## config.mk

```make
export PLATFORM = sky130hd
export DESIGN_NAME = switch_debounce
export DESIGN_NICKNAME = d
export VERILOG_FILES = /design/src/rtl/debounce_pkg.sv /design/src/rtl/sync_ff.sv /design/src/rtl/switch_debounce.sv
export SDC_FILE = /design/constraint.sdc
export NUM_CORES = 1
export LEC_CHECK = 0
export BUFFER_PORTS_ARGS = -buffer_cell sky130_fd_sc_hd__buf_2
export CAP_MARGIN = 10
export CORE_ASPECT_RATIO = 0.7
export CORE_MARGIN = 8
export CORE_UTILIZATION = 58
export DETAILED_ROUTE_END_ITERATION = 8
export PLACE_DENSITY_LB_ADDON = 0.1
export SYNTH_ARGS = -nofsm -noshare
export SYNTH_HDL_FRONTEND = slang
export SYNTH_SLANG_ARGS = --single-unit
export TNS_END_PERCENT = 10
```

## constraint.sdc

```tcl
create_clock -name i_Clk -period 3.18 [get_ports i_Clk]
set_clock_uncertainty 0.15 [all_clocks]
set_input_delay 0.159 -clock i_Clk [delete_from_list [all_inputs] [get_ports i_Clk]]
set_output_delay 0.159 -clock i_Clk [all_outputs]
set_load 0.05 [all_outputs]
```

## src/rtl/debounce_pkg.sv

```systemverilog
// Shared types and helpers for the switch debouncer.
package debounce_pkg;

    typedef enum logic [1:0] {
        StStableLow,
        StQualHigh,
        StStableHigh,
        StQualLow
    } t_db_state;

    function automatic int f_cnt_width(input int limit);
        return $clog2(limit + 1);
    endfunction

endpackage

```

## src/rtl/sync_ff.sv

```systemverilog
// Single-bit multi-flop synchronizer; all stages reset to 0.
module sync_ff #(
    parameter int unsigned STAGES = 2
) (
    input  logic i_Clk,
    input  logic i_Rst_L,
    input  logic i_D,
    output logic o_Q
);

    logic [STAGES-1:0] r_Sync;

    always_ff @(posedge i_Clk or negedge i_Rst_L) begin
        if (!i_Rst_L) begin
            r_Sync <= '0;
        end else begin
            r_Sync <= {r_Sync[STAGES-2:0], i_D};
        end
    end

    assign o_Q = r_Sync[STAGES-1];

endmodule

```

## src/rtl/switch_debounce.sv

```systemverilog
// Debounces a raw switch pin into a stable level with one-cycle rise/fall pulses.
module switch_debounce
    import debounce_pkg::*;
#(
    parameter int unsigned DEBOUNCE_LIMIT = 250000,
    parameter int unsigned SYNC_STAGES    = 2
) (
    input  logic i_Clk,
    input  logic i_Rst_L,
    input  logic i_Switch,
    output logic o_Switch,
    output logic o_Rise,
    output logic o_Fall
);

    localparam int CntW = f_cnt_width(DEBOUNCE_LIMIT);

    logic            w_Sync;
    t_db_state       r_State;
    logic [CntW-1:0] r_Cnt;

    sync_ff #(
        .STAGES(SYNC_STAGES)
    ) u_sync (
        .i_Clk  (i_Clk),
        .i_Rst_L(i_Rst_L),
        .i_D    (i_Switch),
        .o_Q    (w_Sync)
    );

    always_ff @(posedge i_Clk or negedge i_Rst_L) begin
        if (!i_Rst_L) begin
            r_State  <= StStableLow;
            r_Cnt    <= '0;
            o_Switch <= 1'b0;
            o_Rise   <= 1'b0;
            o_Fall   <= 1'b0;
        end else begin
            o_Rise <= 1'b0;
            o_Fall <= 1'b0;
            unique case (r_State)
                StStableLow: begin
                    if (w_Sync) begin
                        r_State <= StQualHigh;
                        r_Cnt   <= CntW'(1);
                    end else begin
                        r_Cnt <= '0;
                    end
                end
                StQualHigh: begin
                    if (!w_Sync) begin
                        r_State <= StStableLow;
                        r_Cnt   <= '0;
                    end else if (r_Cnt == CntW'(DEBOUNCE_LIMIT)) begin
                        r_State  <= StStableHigh;
                        r_Cnt    <= '0;
                        o_Switch <= 1'b1;
                        o_Rise   <= 1'b1;
                    end else begin
                        r_Cnt <= r_Cnt + CntW'(1);
                    end
                end
                StStableHigh: begin
                    if (!w_Sync) begin
                        r_State <= StQualLow;
                        r_Cnt   <= CntW'(1);
                    end else begin
                        r_Cnt <= '0;
                    end
                end
                StQualLow: begin
                    if (w_Sync) begin
                        r_State <= StStableHigh;
                        r_Cnt   <= '0;
                    end else if (r_Cnt == CntW'(DEBOUNCE_LIMIT)) begin
                        r_State  <= StStableLow;
                        r_Cnt    <= '0;
                        o_Switch <= 1'b0;
                        o_Fall   <= 1'b1;
                    end else begin
                        r_Cnt <= r_Cnt + CntW'(1);
                    end
                end
            endcase
        end
    end

endmodule

```

# --- Word-level counts from Yosys, hierarchy flattened ---
# Index checks and enable logic that the tools add are counted.
# Widths: inputs -> output; s select.
word_totals:
  regBits: 25
  in_bits: 3
  elab_cells: 46
op_classes:
  addsub: 1
  eq_ne: 12
  muxes: 23
  n_reduce_logical: 4
op_table:
  columns: ["cell", "n"]
  rows:
  - ["$pmux 18 s4", 1]
  - ["$mux 18", 3]
  - ["$add 18x1->18 const B", 1]
  - ["$eq 18x18->1 const B", 1]
  - ["$mux 2", 6]
  - ["$mux 1", 11]
  - ["$ne 2x2->1 const B", 4]
  - ["$pmux 2 s4", 1]
  - ["$reduce_and 5->1", 1]
  - ["$eq 2x2->1 const B", 2]
  - ["$ne 2x1->1 const B", 2]
  - ["$reduce_and 4->1", 1]
  - ["$ne 3x2->1 const B", 1]
  - ["$ne 3x3->1 const B", 1]
  - ["$eq 2x1->1 const B", 1]
  - ["$logic_not 2->1", 1]
  - ["$pmux 1 s2", 1]
  - ["$reduce_bool 2->1", 1]

# --- Depth between registers and ports, before layout ---
# Gate-level depths: netlist (run 1).
depth:
  word_depth: 4
  ltp_mapped: 7
  mapped_depth_nobuf: 6

# --- Cells and area by module ---
# From an unflattened synthesis (run 1), not the netlist that was laid out.
hier_totals:
  cells_unflattened: 116
  hier_area_um2: 1211.2
by_module_without_submodules:
  columns: ["module", "instances", "cells_per_inst", "area_per_inst_um2", "seq_area_each_um2"]
  rows:
  - ["switch_debounce", 1, 114, 1161.1, 575.6]
  - ["sync_ff", 1, 2, 50.0, 50.0]

# --- Worst setup path before layout (run 1) ---
# No wires, ideal clock.
synth_path:
  path_kind: "register to register"
  startpoint: "reg r_Cnt[2]"
  endpoint: "reg o_Switch"
  arrival_ns: 1.958
  setup_time_ns: 0.124
  stages_incl_launch_ff: 5
  slack_ns: 0.948
  cell_sequence: "dfrtp_1 > or4b_1 > or4_4 > or2_1 > a211o_1"
synth_via:
  elab_chain_len: 3
  elab_cells_between_ends: 4
  classes_between: "eq/ne: 3; reduce/logical: 1"
synth_rtl:
  columns: ["element", "line", "rtl"]
  rows:
  - ["start, declared", "switch_debounce.sv:20", "logic [CntW-1:0] r_Cnt;"]
  - ["start signal, assigned", "switch_debounce.sv:45", "r_Cnt <= CntW'(1);"]
  - ["start signal, assigned", "switch_debounce.sv:60", "r_Cnt <= r_Cnt + CntW'(1);"]
  - ["start signal, assigned", "switch_debounce.sv:66", "r_Cnt <= CntW'(1);"]
  - ["$eq 18x18->1 (*)", "switch_debounce.sv:54, switch_debounce.sv:75", null]
  - ["$ne 2x2->1 (no source line)", null, null]
  - ["$reduce_and 5->1 (no source line) (*)", null, null]
  - ["end signal, assigned", "switch_debounce.sv:35", "o_Switch <= 1'b0;"]
  - ["end signal, assigned", "switch_debounce.sv:57", "o_Switch <= 1'b1;"]
  - ["end signal, assigned", "switch_debounce.sv:78", "o_Switch <= 1'b0;"]
  - ["end, declared", "switch_debounce.sv:11", "output logic o_Switch,"]
# Every way passes the cells marked *; elsewhere a longest branch is shown, timed or not.
# A chain may end at the register's enable or synchronous reset.

# --- Final worst setup path (run 1) ---
layout_path:
  startpoint: "reg r_Cnt[2]"
  endpoint: "reg r_Cnt[10]"
layout_via:
  elab_chain_len: 4
  elab_cells_between_ends: 6
  classes_between: "add/sub: 1; eq/ne: 1; mux: 4"
layout_rtl:
  columns: ["element", "line", "rtl"]
  rows:
  - ["$add 18x1->18 / $eq 18x18->1 (equally long branches)", null, null]
  - ["$mux 18 (*)", "switch_debounce.sv:54, switch_debounce.sv:75", null]
  - ["$mux 18 (on tied branches)", "switch_debounce.sv:72, switch_debounce.sv:51", null]
  - ["$pmux 18 s4 (*)", "switch_debounce.sv:41", "unique case (r_State)"]
# Marks and branches as above.

==> results of run 1 <==
power breakdown:
group	total, uW	internal, uW	switching [uW]	leakage [uW]
Combinational	19.5	5.81	13.7	0.000182
Clock	145	48.2	96.7	0.0000139
Sequential	325	321	3.55	0.000340
sequential cells by signal, summed over array words and instances, names as in the netlist, named ones only:
| register | cells |
|---|---|
| r_Cnt | 18 |
| u_sync.r_Sync | 2 |
| o_Fall | 1 |
| o_Rise | 1 |
| o_Switch | 1 |
| r_State | 1 |
cell usage in the layout (no fill, tap or decap), drive strengths merged:
master,count
o31ai,2
inv,6
and2,2
or3,1
nand4b,1
nand2,7
and4,1
or4,4
a21oi,4
ha,2
and3,2
clkinvlp,1
or2,2
buf,5
nand3,9
a211o,1
dfrtp,25
xor2,9
xnor2,5
nor3b,1
a21boi,1
nand4,4
o211ai,1
nor4b,1
or4b,1
nor3,2
o21ai,4
clkbuf,3
nor4,3
dlygate4sd3,2
nor2,14
layout make-up:
type / instances / share of cell area, %
multi-input combinational: 84 / 41.4
clock buffer: 3 / 1.76
sequential: 25 / 48.8
tap: 22 / 2.15
timing repair buffer: 7 / 3.52
inverter: 6 / 1.76
clock inverter: 1 / 0.586
layer usage:
metal | vias to the layer above | global-route usage (%) | share of wire, %
met5 | - | 0 | 0
met4 | 0 | 5.98 | 1.7
met3 | 5 | 4.77 | 5.1
met2 | 23 | 17.9 | 42
met1 | 429 | 16.0 | 51
li1 | 433 | - | -
kinds of logic after synthesis:
family	after synthesis	share of synthesized area (%)
buf+inv	8	2.84
fa+ha+maj	2	2.10
compound gates	13	7.05
xor+xnor	14	10.3
flops	25	52.6
simple gates	55	25.1
path summary, 6_finish.rpt:
kind                                         endpoint  slack [ps]                  startpoint
min                                r_Cnt[4]$_DFF_PN0_         190                     i_Rst_L
max                               r_Cnt[10]$_DFF_PN0_         630          r_Cnt[2]$_DFF_PN0_
max in group asynchronous         r_Cnt[16]$_DFF_PN0_        2340                     i_Rst_L
min reg2reg                u_sync.r_Sync[1]$_DFF_PN0_         220  u_sync.r_Sync[0]$_DFF_PN0_
max reg2reg                       r_Cnt[10]$_DFF_PN0_         630          r_Cnt[2]$_DFF_PN0_
min in group i_Clk         u_sync.r_Sync[1]$_DFF_PN0_         220  u_sync.r_Sync[0]$_DFF_PN0_
per-stage QoR:
stage	area [um2]	hold WS (ps)	power (uW)	std cells
floorplan	1190	-287	340	117
global placement	1230	16.0	349	142
detailed placement	1230	17.3	349	142
CTS	1280	196	496	148
global route	1280	227	512	148
finish	1280	185	489	148
==> results by group, run 1 <==
Outcome
  • Outcome: complete, no violations

Synth
  • Yosys warns: 0
  • Post-synthesis async set-or-reset flop share: between 90% and 100%
  • Post-synth top area cell: dfrtp_1
  • FF+latch count, synth: 25
  • Sequential element share of the synthesized area: between 50% and 60%
  • Ys flop type: dfrtp_1
  • Cells after Synth: 117
  • Synth Net Count: approximately 120
  • Top-count cell post-synth: dfrtp_1
  • Post-synth EDFFs: 0
  • Yosys cell types: 31
  • Synth top area cells: dfrtp_1 (53%), xor2_1 (6.6%), nor2_1 (4.4%)
  • Post-synthesis cell area: 1190 um2
  • Most frequent cells after synthesis: dfrtp_1 (25), nor2_1 (14), nand3_1 (9), xor2_1 (9), nand2_1 (7)
  • Area share of the largest cell type after synthesis: between 50% and 60%
  • Syn avg cell area: 10.2 um2

Setup path
  • CP cell instances: or4b_1 -> or4_4 -> o211ai_2 -> nor2_1
  • WP data arrival: between 2000 and 3000 ps
  • Startpoint Class: flip-flop
  • R2R cell count: 4
  • Cell depth of the worst setup path: 4
  • CP max stage delay: 610 ps
  • CP max stage cell: o211ai_2
  • WP data required: about 3200 ps
  • Highest net fanout along the worst path: 17
  • CP top delay family: simple AND/OR/NAND/NOR gates
  • WP buf/inv: 0
  • Crit. End Element: flip-flop
  • Crit path kind: flip-flop to flip-flop

Clock tree
  • Post_cts resized: 0
  • Hold_buf cts: 2
  • # Post-CTS Setup Buffers: 0
  • Max clock buf depth: 2
  • CTS Buf Count: 3
  • Root buffer cell: clkbuf_4
  • Clock latency on the worst-skew pair: 330 ps
  • # clock sinks: 25
  • Clock slew at the register clock pins of the worst setup and hold paths: about 140 ps
  • CTS tree: done
  • # H-tree levels: 1

Finish
  • Storage element area: between 600 and 700 um2
  • Final core area utilization: between 60% and 70%
  • Multi-input gate area: 531 um2
  • Final antenna diode count: 0
  • Area Growth Syn to Fin: 7.68%
  • Fillcell total: roughly 170
  • NumNets Final: approximately 130
  • Share of layout cells above drive strength 1: roughly a tenth

GRT
  • GR Util All Layers: 12.3%
  • Vias in the first global route: 785
  • Largest net degree at the start of global routing: 26
  • First-pass GRT wire length: 3.59 mm
  • GRT overflow: 0
  • Initial antenna violation count: 0

Route
  • DR iter-0 viols: 67
  • Pre-Repair DR Iteration Count: 4
  • Remaining DRCs: 0
  • Routed vias/inst: roughly 6
  • Post-route ant nets: 0
  • Total Routed Length: about 2.2 mm
  • Vias: 890
  • Wire per inst: between 10 and 15 um

Place
  • Post-Place Worst Slack: between 600 and 700 ps
  • GPL Wtd Cong: roughly 0.84
  • IO Port Bufs: 5
  • Detailed-placement wirelength estimate: 1.53 mm

STA
  • Slew headroom: about half
  • Final TNS setup: 0 ps
  • Final Max Tran Viols: 0
  • Worst Tran Pin Value: between 700 and 800 ps
  • Fin crit period: approximately 2600 ps
  • Final setup violation count: 0
  • Worst setup margin: around 630 ps
  • Highest Clock Rate: roughly 0.39 GHz
  • Final worst path period share: between 80% and 90%
  • Final Hold Vio Count: 0
  • RSZ-0062 raised after global routing: no

Power
  • Pwr/cell area: 382 nW/um2
  • P_leak: 0.000536 uW
  • Highest ir drop seen on vdd: between 0.3 and 0.4 mV

Die
  • Starting Density: between 60% and 70%
  • Die H: 53.9 um
  • DIE AREA: ~3800 um2
  • CORE AREA: 1900 um2
  • IO Pins: 6
  • FP Rows: 13
  • Die width: about 70 um

Min path
  • Worst min-delay path category: primary input to async pin

Job
  • Count of max-cap constraint violations: 0
(Power assumes the default switching activity.)
==> inputs of run 2 (changes only) <==
--- a/config.mk
+++ b/config.mk
@@ -5,11 +5,12 @@
 export SDC_FILE = /design/constraint.sdc
 export NUM_CORES = 1
 export LEC_CHECK = 0
+export ABC_AREA = 1
 export BUFFER_PORTS_ARGS = -buffer_cell sky130_fd_sc_hd__buf_2
 export CAP_MARGIN = 10
 export CORE_ASPECT_RATIO = 0.7
 export CORE_MARGIN = 8
-export CORE_UTILIZATION = 58
+export CORE_UTILIZATION = 54
 export DETAILED_ROUTE_END_ITERATION = 8
 export PLACE_DENSITY_LB_ADDON = 0.1
 export SYNTH_ARGS = -nofsm -noshare
==> constraint.sdc (replaced) <==
create_clock -name i_Clk -period 2.34 [get_ports i_Clk]
set_clock_uncertainty 0.15 [all_clocks]
set_input_delay 0.117 -clock i_Clk [delete_from_list [all_inputs] [get_ports i_Clk]]
set_output_delay 0.117 -clock i_Clk [all_outputs]
set_load 0.05 [all_outputs]
==> run 2 against run 1 <==
  * Synthesized cell count increased by 51%
  * Critical path depth increased by 4
  * Clock-buffer cell count increased by 1
  * Synthesized area increased by 17%
  * Register-to-register slack improved by 40 ps
  * Sequential power increased by 39%
  * Non-clock buffer count unchanged
  * Fmax increased by 52%
  * Final area increased by 17%
  * Sequential share of layout area decreased by 7.0 points
  * Die area increased by 18%
  * Setup slack improved by 36 ps
  * Largest cell class is now multi-input combinational cells
  * Highest routed layer unchanged
==> results by group, run 2 <==
Outcome
  • Outcome: complete, no violations

Finish
  • Area Growth Syn to Fin: 7.94%
  • Storage element area: roughly 630 um2
  • Fillcell total: 230
  • Largest register FFs: 18
  • NumNets Final: ~190
  • Final antenna diode count: 0
  • Multi-input gate area: 648 um2
  • Largest regs: r_Cnt x18, u_sync.r_Sync x2
  • Share of layout cells above drive strength 1: between 15 and 20%
  • Most common cell after layout, fill and taps aside: nand2_1
  • Biggest register: r_Cnt
  • Commonest cells after routing, fill and taps aside: nand2_1 (40), nor2_1 (30), dfrtp_1 (25)

Place
  • Post-Place Worst Slack: 701 ps
  • Detailed-placement wirelength estimate: ~2.1 mm
  • GPL Wtd Cong: 0.852
  • IO Port Bufs: 5

Clock tree
  • CTS Buf Count: 3
  • Root buffer cell: clkbuf_8
  • Clock slew at the register clock pins of the worst setup and hold paths: about 90 ps
  • # H-tree levels: 1
  • # clock sinks: 25
  • Max clock buf depth: 2
  • CTS tree: done
  • Clock latency on the worst-skew pair: 270 ps

Synth
  • Post-synthesis cell area: between 1000 and 1500 um2
  • Synth Net Count: 182
  • FF+latch count, synth: 25
  • Syn avg cell area: between 7 and 8 um2
  • Yosys warns: 0
  • Area share of the largest cell type after synthesis: approximately 45%
  • Yosys cell types: 23
  • Ys flop type: dfrtp_1
  • Post-synthesis async set-or-reset flop share: 100%
  • Synth top area cells: dfrtp_1 (45%), nand2_1 (11%), nor2_1 (8.1%)
  • Top-count cell post-synth: nand2_1
  • Post-synth EDFFs: 0
  • Post-synth top area cell: dfrtp_1
  • Cells after Synth: between 150 and 200
  • Most frequent cells after synthesis: nand2_1 (40), nor2_1 (30), dfrtp_1 (25)
  • Sequential element share of the synthesized area: 45.1%

Die
  • Die width: approximately 77 um
  • FP Rows: 15
  • Starting Density: a little under three fifths
  • DIE AREA: roughly 4500 um2
  • CORE AREA: approximately 2500 um2
  • Die H: 58.4 um
  • IO Pins: 6

Route
  • Post-route ant nets: 0
  • Remaining DRCs: 0
  • Total Routed Length: about 2.8 mm
  • Wire per inst: around 13 um
  • Routed vias/inst: between 5 and 6
  • Pre-Repair DR Iteration Count: 4
  • DR iter-0 viols: 42
  • Vias: between 1000 and 1500

Setup path
  • Crit path kind: flip-flop to flip-flop
  • Most frequent CP cell: nor2_1
  • WP data required: about 2400 ps
  • Highest net fanout along the worst path: 5
  • Crit path capture: r_Cnt[16]$_DFF_PN0_
  • R2R cell count: 8
  • Worst reg2reg setup slack: about 660 ps
  • Cell depth of the worst setup path: 8
  • R2R Path End: r_Cnt[16]$_DFF_PN0_
  • Startpoint Class: flip-flop
  • CP top delay family: simple AND/OR/NAND/NOR gates
  • WP buf/inv: 0
  • CP cell instances: ha_1 -> nand2_2 -> nor2_2 -> nand3_2 -> nor2_1 -> nand2_1 -> nor2_1 -> nor2_1
  • Crit. End Element: flip-flop
  • WP data arrival: 1690 ps
  • Worst Setup SP: r_Cnt[0]$_DFF_PN0_
  • Reg2reg start: r_Cnt[0]$_DFF_PN0_
  • CP max stage delay: ~420 ps
  • CP max stage cell: dfrtp_1

STA
  • Highest Clock Rate: between 0.5 and 0.6 GHz
  • Final Max Tran Viols: 0
  • Final worst path period share: 71.7%
  • Final TNS setup: 0 ps
  • Fin crit period: roughly 1700 ps
  • Worst setup margin: between 600 and 700 ps
  • RSZ-0062 raised after global routing: no
  • Worst Tran Pin Value: ~540 ps
  • Final setup violation count: 0
  • Final Hold Vio Count: 0
  • Slew headroom: 64.0%

Job
  • Count of max-cap constraint violations: 0

GRT
  • GR Util All Layers: between 10% and 20%
  • GRT overflow: 0
  • Largest net degree at the start of global routing: 26
  • First-pass GRT wire length: between 4 and 5 mm
  • Vias in the first global route: about 1100
  • Initial antenna violation count: 0

Power
  • Pwr/cell area: between 500 and 600 nW/um2
  • P_leak: approximately 0.00065 uW
  • Highest ir drop seen on vdd: about 0.40 mV

Min path
  • Worst min-delay path category: primary input to async pin
[run 2: changes by cell type after synthesis, sizes merged, moves of 3 or more]
cell	previous run	this run
xnor2	5	0
nor4	3	0
or4	4	0
nand2	7	46
inv	6	23
nor3	2	5
nor2	14	43
[run 2: worst min-delay path by stage]
stage                                     from  cells after the start                          to
floorplan                              i_Rst_L                      0                   async pin
global placement                       i_Rst_L                      1          r_Cnt[5]$_DFF_PN0_
detailed placement                     i_Rst_L                      1          r_Cnt[5]$_DFF_PN0_
CTS                 u_sync.r_Sync[0]$_DFF_PN0_                      0  u_sync.r_Sync[1]$_DFF_PN0_
global route        u_sync.r_Sync[0]$_DFF_PN0_                      0  u_sync.r_Sync[1]$_DFF_PN0_
finish                                 i_Rst_L                      2          r_Cnt[6]$_DFF_PN0_
[run 2: cells by family (layout without fill, tap and decap cells)]
family | Yosys count | count (layout) | share of synthesized area, %
simple gates | 108 | 108 | 36.8
buf+inv | 26 | 35 | 8.12
flops | 25 | 25 | 45.1
compound gates | 9 | 9 | 3.70
xor+xnor | 7 | 7 | 4.42
fa+ha+maj | 2 | 2 | 1.80
[run 2: metrics by stage]
step	std cells	util [%]	total power [uW]	hold WS, ps	cell area [um2]
2_1_floorplan	177	-	492	-329	1390
3_3_place_gp	214	58.2	508	-18.1	1430
3_5_place_dp	214	58.2	512	-11.9	1430
4_1_cts	220	60.9	767	209	1500
5_1_grt	220	60.9	788	210	1500
6_report	220	60.9	759	207	1500
[run 2: routing by layer]
metal | share of wire (%) | track usage [%]
met5 | 0 | 0
met2 | 44 | 20.8
met1 | 48 | 18.6
met4 | 1.0 | 4.63
met3 | 6.8 | 3.65
[run 2: report_power, final]
group          internal [uW]  switching [uW]  total (uW)  leakage (uW)
sequential               440            10.8         451      0.000341
combinational           15.8            37.0        52.9      0.000289
clock                    122             133         255     0.0000228
total                    578             181         759      0.000653
[run 2: what timing repair did]
action	CTS	global route
setup buffers	0	0
hold buffers	2	0
hold endpoints to repair	26	0
resized for setup	0	0
[run 2: final cells by class]
cell class              instances  share of cell area (%)
repair buffers                  7                    3.01
flip-flops and latches         25                    41.8
clock buffers                   4                    3.01
multi-input cells             126                    43.3
inverters                      24                    6.02
well taps                      34                    2.84
==> inputs of run 3 (changes only) <==
==> constraint.sdc (replaced) <==
create_clock -name i_Clk -period 1.35 [get_ports i_Clk]
set_clock_uncertainty 0.15 [all_clocks]
set_input_delay 0.0675 -clock i_Clk [delete_from_list [all_inputs] [get_ports i_Clk]]
set_output_delay 0.0675 -clock i_Clk [all_outputs]
set_load 0.05 [all_outputs]
==> run 3 against run 2 <==
  * Critical endpoint unchanged
  * Non-clock buffer count up 28
  * Hold slack worse by 46 ps
  * Combinational power rose to 3.0 times the previous value
  * Global-route usage up 0.61 points
  * First-iteration DRC count up 12%
  * Register-to-register slack worse by 820 ps
  * Critical path type unchanged
  * Fmax up 12%
  * The flow now finishes with violations (negative setup slack)
  * Sequential share of layout area down 7.6 points
==> results by group, run 3 (same netlist as run 2, synthesis figures left out) <==
Clock tree
  • CTS tree: done
  • Clock latency on the worst-skew pair: 270 ps
  • Max clock buf depth: 2
  • CTS Buf Count: 3
  • Root buffer cell: clkbuf_8
  • # H-tree levels: 1
  • Clock slew at the register clock pins of the worst setup and hold paths: ~90 ps
  • # clock sinks: 25

Outcome
  • Failing checks: negative setup slack
  • Outcome: complete, but fails checks

Power
  • Pint: a little over 1000 uW
  • Highest ir drop seen on vdd: approximately 0.70 mV
  • Clock power frac: 31.9%
  • NetSw: approximately 350 uW
  • Sequential fraction of design power: between 50% and 60%
  • P_leak: about 0.00084 uW
  • Comb pwr share: between 10 and 15%
  • Pwr/cell area: 758 nW/um2
  • Switching share of power: between 20 and 30%

Finish
  • Final antenna diode count: 0
  • Most common cell after layout, fill and taps aside: nand2_1
  • Final instance area: about 1800 um2
  • Largest register FFs: 18
  • Area Growth Syn to Fin: 31.9%
  • Share of layout cells above drive strength 1: between 30% and 40%
  • NumNets Final: roughly 220
  • Biggest register: r_Cnt
  • Largest regs: r_Cnt x18, u_sync.r_Sync x2
  • Commonest cells after routing, fill and taps aside: nand2_1 (37), buf_4 (28), nor2_1 (27)

Die
  • Starting Density: between 50% and 60%
  • Die width: approximately 77 um
  • DIE AREA: 4470 um2
  • IO Pins: 6
  • Die H: around 58 um
  • CORE AREA: about 2500 um2
  • FP Rows: 15

Setup path
  • Startpoint Class: flip-flop
  • WP data required: ~1400 ps
  • CP cell instances: ha_4 -> nand2_4 -> nor2_4 -> nand3_4 -> nor2_4 -> nand2_1 -> nor2_1 -> nor2_1
  • Highest net fanout along the worst path: 5
  • Crit. End Element: flip-flop
  • CP max stage delay: roughly 440 ps
  • WP data arrival: ~1500 ps
  • Crit path kind: flip-flop to flip-flop
  • CP max stage cell: dfrtp_1
  • WP buf/inv: 0
  • CP top delay family: simple AND/OR/NAND/NOR gates

STA
  • Final setup violation count: 22
  • Worst setup margin: -152 ps
  • Slew headroom: 62.7%
  • Highest Clock Rate: ~0.67 GHz
  • Final Hold Vio Count: 0
  • Fin crit period: between 1500 and 2000 ps
  • RSZ-0062 raised after global routing: yes
  • Worst Tran Pin Value: between 500 and 600 ps
  • Final Max Tran Viols: 0
  • Final worst path period share: 111%

Route
  • Total Routed Length: roughly 3.0 mm
  • DR iter-0 viols: 47
  • Routed vias/inst: 4.77
  • Vias: approximately 1200
  • Remaining DRCs: 0
  • Wire per inst: 12.1 um
  • Post-route ant nets: 0
  • Pre-Repair DR Iteration Count: 4

Place
  • IO Port Bufs: 5
  • GPL Wtd Cong: 0.917
  • DP Area: about 1600 um2
  • Detailed-placement wirelength estimate: between 2 and 2.5 mm
  • Post-Place Worst Slack: -203 ps

Min path
  • Worst min-delay path category: primary input to async pin

GRT
  • Vias in the first global route: between 1000 and 1500
  • GRT overflow: 0
  • GR Util All Layers: 14.3%
  • Initial antenna violation count: 0
  • First-pass GRT wire length: 5.24 mm
  • Largest net degree at the start of global routing: 26

Job
  • Count of max-cap constraint violations: 0
-- run 3: cell count changes in the layout (fill, tap and decap cells not counted), moves of 3 or more --
cell	delta
buf_4	+28
nor2_4	+4
nand2_1	-3
nor2_1	-3
o21ai_0	-3
-- run 3: final timing paths --
| check | start | cells past startpoint | to | slack (ps) |
|---|---|---|---|---|
| max | r_Cnt[0]$_DFF_PN0_ | 8 | r_Cnt[16]$_DFF_PN0_ | -150 |
| min | i_Rst_L | 2 | r_Cnt[2]$_DFF_PN0_ | 160 |
| max reg2reg | r_Cnt[0]$_DFF_PN0_ | 8 | r_Cnt[16]$_DFF_PN0_ | -150 |
| min in group i_Clk | u_sync.r_Sync[0]$_DFF_PN0_ | 0 | u_sync.r_Sync[1]$_DFF_PN0_ | 210 |
| max in group asynchronous | i_Rst_L | 2 | o_Rise$_DFF_PN0_ | 520 |
| min reg2reg | u_sync.r_Sync[0]$_DFF_PN0_ | 0 | u_sync.r_Sync[1]$_DFF_PN0_ | 210 |
-- run 3: final cells by class --
| cell class | count | area [um2] |
|---|---|---|
| Multi-Input combinational cell | 127 | 767 |
| Fill cell | 176 | 631 |
| Sequential cell | 25 | 626 |
| Timing Repair Buffer | 35 | 255 |
| Inverter | 24 | 91.3 |
| Tap cell | 34 | 42.5 |
| Clock buffer | 3 | 41.3 |
| Clock inverter | 1 | 5.00 |
-- run 3: timing repair --
item                                    CTS  global route
gates cloned                              1             0
endpoints found under the setup margin   22            23
setup buffers                             2             2
hold buffers                              2             0
endpoints found under the hold margin    26             0
pin swaps                                 7             2
resized for setup                        13             7
-- run 3: power by group through the flow --
stage	Combinational [uW]	Sequential, uW	Clock, uW
after global routing	178	786	464
after floorplan	73.0	794	0
after CTS	151	781	451
after global placement	120	795	0
final	159	784	442
after detailed placement	125	795	0
-- run 3: metal layers --
metal | wire length, um | GRT usage [%]
met5 | 0 | 0
met2 | 1450 | 24.6
met4 | 16 | 3.00
met1 | 1460 | 18.0
met3 | 87 | 3.50
-- run 3: through the flow --
stage	total power (uW)	hold slack, ps	cells	setup TNS [ps]	util (%)
2_1_floorplan	867	-378	177	-1180	-
3_3_place_gp	915	-62.7	238	-1760	67.0
3_5_place_dp	920	-56.6	238	-2660	67.0
4_1_cts	1380	192	247	-2100	72.5
5_1_grt	1430	227	249	-4390	74.4
6_report	1390	161	249	-2500	74.4
